$ cat src/rtl/fib_sub_arbiter.sv
// fib_sub_arbiter: round-robin share of one Fibonacci subtractor among NREQ requesters
//   clk, rst(async, active-low)
//   req/a_flat/b_flat      : per-requester request level and operands (slot k at [k*W +: W])
//   gnt/rsp_valid          : one-hot grant and one-cycle response strobe
//   rsp_data/rsp_neg/rsp_err : |A-B|, sign (A<B), timeout flag; valid with rsp_valid
//   busy                   : not idle
//   sub_en/sub_i/sub_j/sub_rst_n/sub_out/sub_done : subtractor interface
module fib_sub_arbiter #(
   parameter int NREQ    = 4,
   parameter int W       = 32,
   parameter int TIMEOUT = 1023
) (
   input  logic              clk,
   input  logic              rst,
   input  logic [NREQ-1:0]   req,
   input  logic [NREQ*W-1:0] a_flat,
   input  logic [NREQ*W-1:0] b_flat,
   output logic [NREQ-1:0]   gnt,
   output logic [NREQ-1:0]   rsp_valid,
   output logic [W-1:0]      rsp_data,
   output logic              rsp_neg,
   output logic              rsp_err,
   output logic              busy,
   output logic              sub_en,
   output logic [W-1:0]      sub_i,
   output logic [W-1:0]      sub_j,
   output logic              sub_rst_n,
   input  logic [W-1:0]      sub_out,
   input  logic              sub_done
);
   localparam int PW  = $clog2(NREQ);
   localparam int WDW = $clog2(TIMEOUT + 1);
   typedef enum logic [2:0] {IDLE, GRANT, ISSUE, WAIT, RESP, ABORT} state_t;
   state_t         state;
   logic [PW-1:0]  rr_ptr, k, win;
   logic [W-1:0]   a_r, b_r;
   logic [WDW-1:0] wd;
   logic           neg, ab;
   // descending scan so the last hit is the first high bit at or after rr_ptr
   always_comb begin
      win = '0;
      for (int i = NREQ - 1; i >= 0; i--)
         if (req[(int'(rr_ptr) + i) % NREQ]) win = PW'((int'(rr_ptr) + i) % NREQ);
   end
   assign busy      = state != IDLE;
   assign sub_rst_n = rst & (state != ABORT);
   always_ff @(posedge clk or negedge rst) begin
      if (!rst) begin
         state     <= IDLE;
         rr_ptr    <= '0;
         k         <= '0;
         a_r       <= '0;
         b_r       <= '0;
         wd        <= '0;
         neg       <= 1'b0;
         ab        <= 1'b0;
         gnt       <= '0;
         rsp_valid <= '0;
         rsp_data  <= '0;
         rsp_neg   <= 1'b0;
         rsp_err   <= 1'b0;
         sub_en    <= 1'b0;
         sub_i     <= '0;
         sub_j     <= '0;
      end else begin
         sub_en    <= 1'b0;
         rsp_valid <= '0;
         case (state)
            IDLE: if (|req) begin
               gnt   <= {{(NREQ-1){1'b0}}, 1'b1} << win;
               k     <= win;
               a_r   <= a_flat[int'(win)*W +: W];
               b_r   <= b_flat[int'(win)*W +: W];
               state <= GRANT;
            end
            GRANT: if (a_r == b_r || a_r == '0 || b_r == '0) begin
               // equal -> 0, B==0 -> A, A==0 -> B negated
               rsp_valid <= gnt;
               rsp_data  <= a_r == b_r ? '0 : b_r == '0 ? a_r : b_r;
               rsp_neg   <= a_r != b_r && b_r != '0;
               rsp_err   <= 1'b0;
               state     <= RESP;
            end else begin
               sub_i  <= a_r > b_r ? a_r : b_r;
               sub_j  <= a_r > b_r ? b_r : a_r;
               neg    <= a_r < b_r;
               sub_en <= 1'b1;
               wd     <= '0;
               state  <= ISSUE;
            end
            ISSUE: begin
               wd    <= '0;
               state <= WAIT;
            end
            WAIT: if (sub_done) begin
               rsp_valid <= gnt;
               rsp_data  <= sub_out;
               rsp_neg   <= neg;
               rsp_err   <= 1'b0;
               state     <= RESP;
            end else begin
               // abort after exactly TIMEOUT cycles spent in WAIT
               wd    <= wd + 1'b1;
               ab    <= 1'b0;
               state <= wd == WDW'(TIMEOUT - 1) ? ABORT : WAIT;
            end
            ABORT: begin
               ab <= 1'b1;
               if (ab) begin
                  rsp_valid <= gnt;
                  rsp_data  <= '0;
                  rsp_neg   <= neg;
                  rsp_err   <= 1'b1;
                  state     <= RESP;
               end
            end
            RESP: begin
               gnt    <= '0;
               rr_ptr <= k == PW'(NREQ - 1) ? '0 : k + 1'b1;
               state  <= IDLE;
            end
            default: state <= IDLE;
         endcase
      end
   end
endmodule

$ cat config.mk
export PLATFORM = sky130hd
export DESIGN_NAME = fib_sub_arbiter
export DESIGN_NICKNAME = d
export VERILOG_FILES = /design/src/rtl/fib_sub_arbiter.sv
export SDC_FILE = /design/constraint.sdc
export NUM_CORES = 1
export LEC_CHECK = 0
export BUFFER_PORTS_ARGS = -buffer_cell sky130_fd_sc_hd__buf_2
export CAP_MARGIN = 20
export CORE_MARGIN = 5
export CORE_UTILIZATION = 40
export CTS_CLUSTER_SIZE = 14
export DETAILED_ROUTE_END_ITERATION = 10
export GPL_ROUTABILITY_DRIVEN = 0
export GPL_TIMING_DRIVEN = 0
export HOLD_SLACK_MARGIN = 0.12
export PLACE_DENSITY = 0.66
export SETUP_SLACK_MARGIN = 0.5
export SYNTH_ARGS = -nofsm -noshare
export SYNTH_HDL_FRONTEND = slang
export SYNTH_SLANG_ARGS = --single-unit
$ cat constraint.sdc
create_clock -name clk -period 7.3 [get_ports clk]
set_input_delay 0.73 -clock clk [delete_from_list [all_inputs] [get_ports clk]]
set_output_delay 0.73 -clock clk [all_outputs]
set_load 0.05 [all_outputs]
# Word-level counts from Yosys, hierarchy flattened
# Index checks and enable logic that the tools add are counted.
[classes]
shifts = 3
n_eq_ne = 16
n_lt_le_gt_ge = 6
bitwise = 5
mux = 51
reduce_logical = 23
addsub = 5
[ops]
columns = ["cell", "n"]
rows = [
  ["128-bit by 8-bit variable part select with 32-bit output", 2],
  ["32-bit 2-to-1 mux", 7],
  ["32-bit one-hot mux with 3 select lines", 1],
  ["32-bit logical NOT", 2],
  ["32-bit == test", 1],
  ["32-bit greater-than comparator", 1],
  ["32-bit less-than comparator", 1],
  ["32-bit != test", 1],
  ["32-bit nonzero test", 1],
  ["10-bit one-hot mux with 3 select lines", 1],
  ["10-bit 2-to-1 mux", 2],
  ["1-bit 2-to-1 mux", 16],
  ["4-bit 2-to-1 mux", 4],
  ["3-bit 2-to-1 mux", 5],
  ["3-bit one-hot mux with 5 select lines", 1],
  ["3-bit by 4-bit less-than comparator with 1-bit output (second input constant)", 3],
  ["2-bit != test (second input constant)", 6],
  ["4-bit one-hot mux with 3 select lines", 1],
  ["10-bit by 1-bit adder with 10-bit output (second input constant)", 1],
  ["10-bit == test (second input constant)", 1],
  ["2-bit 2-to-1 mux", 5],
  ["2-bit AND reduction", 5],
  ["3-bit nonzero test", 3],
  ["1-bit binary-select mux with 2-bit select", 4],
  ["23 further kinds", 34],
]
[totals]
output_inout_bits = 109
in_bits = 295
ff_bits = 190
word_cells = 125

# Longest topological paths before layout
[depth]
word_depth = 13
ltp_mapped = 12
ltp_nobuf = 9

# Least setup slack after synthesis
# No wires, ideal clock.
[synth_path]
path_kind = "flip-flop to flip-flop"
start = "register a_r[11]"
end = "register sub_i[12]"
required_time_ns = 7.180
setup_slack_ns = 4.884
arrival_time_ns = 2.296
setup_time_ns = 0.120
path_buffers = 2
stages_incl_launch_ff = 11
cell_sequence = "dfrtp_1 > ha_1 > a211oi_1 > o221ai_1 > a21o_1 > a221o_1 > a21oi_2 > buf_4 > buf_4 > o22ai_1 > a31o_1"
[synth_via]
elab_chain_cells = 5
[synth_lines]
columns = ["element", "line_no", "source"]
rows = [
  ["start: declaration", "36", "logic [W-1:0] a_r, b_r;"],
  ["start signal: assignment", "72", "a_r <= a_flat[int'(win)*W +: W];"],
  ["parallel branches: the longest is 5 deep, another holds 32-bit greater-than comparator", "-", ""],
  ["end signal: assignment", "84", "sub_i <= a_r > b_r ? a_r : b_r;"],
  ["end: declaration", "25", "output logic [W-1:0] sub_i,"],
]
# Several ways; the timed one is not identified.
# A chain may end at the register's enable or synchronous reset.

# Worst setup path after layout
[layout_path]
start = "register b_r[31]"
end = "register sub_j[16]"
[layout_via]
elab_chain_cells = 5
[layout_lines]
columns = ["element", "line_no", "source"]
rows = [
  ["start: declaration", "36", ""],
  ["start signal: assignment", "73", "b_r <= b_flat[int'(win)*W +: W];"],
  ["parallel branches: the longest is 5 deep, another holds 32-bit greater-than comparator", "-", ""],
  ["end signal: assignment", "85", "sub_j <= a_r > b_r ? b_r : a_r;"],
  ["end: declaration", "26", "output logic [W-1:0] sub_j,"],
]
# Several ways; the timed one is not identified.

==> impl_metrics.toml <==
[run_status]
status = "finished, final reports clean"

[finish]
syn_to_final_growth_pct = 26.7
layout-drive-gt1-share_pct = 27.0
layout_common_cells = "nand2_1, buf_2, dfrtp_1"
fill_cells = 2944
nets = 2331
mostFrequentLayoutCell = "nand2_1"
final_core_util_pct = 51.7

[synthesis]
ys_warn_count = 0
synth_flop_cell = "dfrtp_1"
ys_seq_area_share_pct = 40.3
async_reset_ff_share_pct = 100
netlist.area_leader.share_pct = 40.3
ys_ff_latch = 190
syn_area_per_cell_um2 = 7.48
synthCells = 1578
yosysUniqueCellTypes = 47
synth_edf_count = 0
syn-cell-area_um2 = 11800
synth_area_leaders = "dfrtp_1, nand2_1, nand3_1, o21ai_0, ha_1"
yosysTopAreaCell = "dfrtp_1"
synth_fp_nets = 1908

[floorplanning]
die-area_um2 = 33000
core_um2 = 28900
initial_core_util_pct = 40.8
die_y_um = 182
pin_count = 404
rows = 62
die_x_um = 182

[routing]
via_count = 13300
final_antenna_net_count = 0
drt-vias-per-instance = 5.55
drt-wirelength-per-cell_um = 20.5
finalWirelength_mm = 49.1
drc = 0
drt-pass1-iter-count = 5
drtIter0Drc = 1100

[sta]
finClkSkew_ns = 0.0142
fin_setup_tns_ns = 0
slew_headroom_pct = 41.3
hold_viol_final = 0
setup_viol = 0
max_freq_ghz = 0.304
rsz0062_at_grt = "false"
maxSlewViolCount = 0
fin_crit_sh_pct = 45.1
tightestPinTransition_ns = 0.880
finalCriticalPeriod_ns = 3.29
finalWorstSetupSlack_ns = 4.01

[cts]
cts_setup_buffers = 0
cts_sinks = 190
cts_buffers = 17
cts-resized-gates = 0
cts_buffer_depth = 2
root_buffer = "clkbuf_16"
clk_latency_ns = 0.44
cts_hold_buf = 0
cts_tree = "done"
cts.htree.levels = 4
clk_pin_slew_ns = 0.08

[grt]
grt_pass1_wl_mm = 73.3
antenna_found_initial = 2
grt_use_total_pct = 28.3
overflow = 0
grt_pass1_vias = 12900
grt_max_degree = 101

[pwr]
p_int_uw = 3690
seq_power_share_pct = 26.6
switching_share_pct = 54.8
p_sw_uw = 4480
combPwrFrac_pct = 61.4
ir_worst_vdd_mv = 0.304
power.density_nw_per_um2 = 547
power.leakage_uw = 0.00760
clkPwrFrac_pct = 12.0
p_total_uw = 8170

[worst_setup_path]
crit_slowest_cell = "dfrtp_1"
slowest_delay_ns = 0.59
critical_path_arrival_ns = 3.67
critPathRequiredTime_ns = 7.68
path_cells = "inv_1, ha_1, nand4_2, nor4_4, and3_1, buf_4, nor4_4, buf_4, clkbuf_1, a31o_2"
end_kind = "register"
worstSetupPathType = "reg -> reg"
crit_fanout = 10
start_kind = "register"

[flow_run]
drv_cap = 0

[place]
dpl.hpwl_mm = 39.5
pre_cts_ws_ns = 4.07
portBuffers = 403

[hold_path]
hp-class = "in -> async"
## layout make-up
cell class / instances / area (µm²) / share of cell area [%]
multi-input cells: 1164 / 6090 / 40.7
flip-flops and latches: 190 / 4750 / 31.8
repair buffers: 404 / 2050 / 13.7
plain buffers: 123 / 581 / 3.88
well taps: 384 / 480 / 3.21
clock buffers: 17 / 425 / 2.84
inverters: 101 / 379 / 2.54
clock inverters: 15 / 184 / 1.23
diodes: 2 / 5.00 / 0.0335
## critical path, delay by kind of cell, from the launching register on
| kind | cells | cell delay, ns |
|---|---|---|
| AO/OA/AOI/OAI | 1 | 0.25 |
| adder cells (fa/ha/maj) | 1 | 0.32 |
| buffers and inverters | 4 | 1.04 |
| flip-flops | 1 | 0.59 |
| AND/OR/NAND/NOR | 4 | 1.01 |
## flip-flops by register name (all words and copies together) (netlist names)
name       cells
a_r           32
ab             1
b_r           32
gnt            4
k              2
neg            1
rr_ptr         2
rsp_data      32
rsp_err        1
rsp_neg        1
rsp_valid      4
state          3
sub_en         1
sub_i         32
sub_j         32
wd            10
## stage by stage
stage	hold slack (ns)	cell area [µm²]	std cells
finish	0.306	15000	2400
global route	0.377	15000	2399
CTS	0.346	14900	2398
detailed placement	0.490	14300	2366
global placement	0.480	14300	2365
floorplan	0.434	11800	1578
## power groups by stage
stage                     Combinational [µW]  Clock, µW  Sequential (µW)
after CTS                               4990        993             2150
after global routing                    5460       1040             2220
after detailed placement                4980          0             2170
after global placement                  4890          0             2150
after floorplan                         2710          0             2830
final                                   5020        980             2180
## worst paths after layout
| kind | startpoint | end | slack [ns] | cells after the start |
|---|---|---|---|---|
| max in group asynchronous | rst | sub_i[1] | 6.04 | 2 |
| setup / recovery | b_r[31] | sub_j[16] | 4.01 | 10 |
| hold / removal | rst | rsp_valid[1] | 0.31 | 1 |
| setup reg to reg | b_r[31] | sub_j[16] | 4.01 | 10 |
| min in group clk | neg | neg | 0.51 | 1 |
| hold reg to reg | neg | neg | 0.51 | 1 |
## cells in the mapped netlist, types with 2 or more instances
cell type  instances
a211oi_1           2
o22ai_1           66
a22oi_1           37
nor3_1             2
and3_1             2
buf_4             10
nor4_4             2
o221ai_1           2
nand2_1          473
o21ai_0          130
nor2b_1            7
mux2_2             4
clkbuf_1          65
o31ai_1            6
o21ai_1           20
buf_2             41
a21oi_1           49
ha_1              35
dfrtp_1          190
a31o_1            25
nand3_1          140
nand2b_1           6
nor4_1            16
buf_6              4
a21o_1             4
nor2_1            57
buf_1              3
and2_1             6
nand4_1           15
inv_1            101
a221o_1            2
a31o_2            41
## per-layer routing
metal / track usage [%] / share of wire (%)
met5: 0 / 0
met2: 47.6 / 48
met4: 10.0 / 3.8
met3: 5.88 / 9.2
met1: 36.2 / 39
## cells by family (layout without fill, tap and decap cells)
logic type,count (synthesis),after routing,synth area share (%)
compound gates,393,393,21.0
fa+ha+maj,35,35,3.71
buf+inv,224,660,8.13
flops,190,190,40.3
mux,6,6,0.562
other cells,0,2,0
simple gates,730,730,26.3
Note: power is estimated with default switching activity, not from simulation.
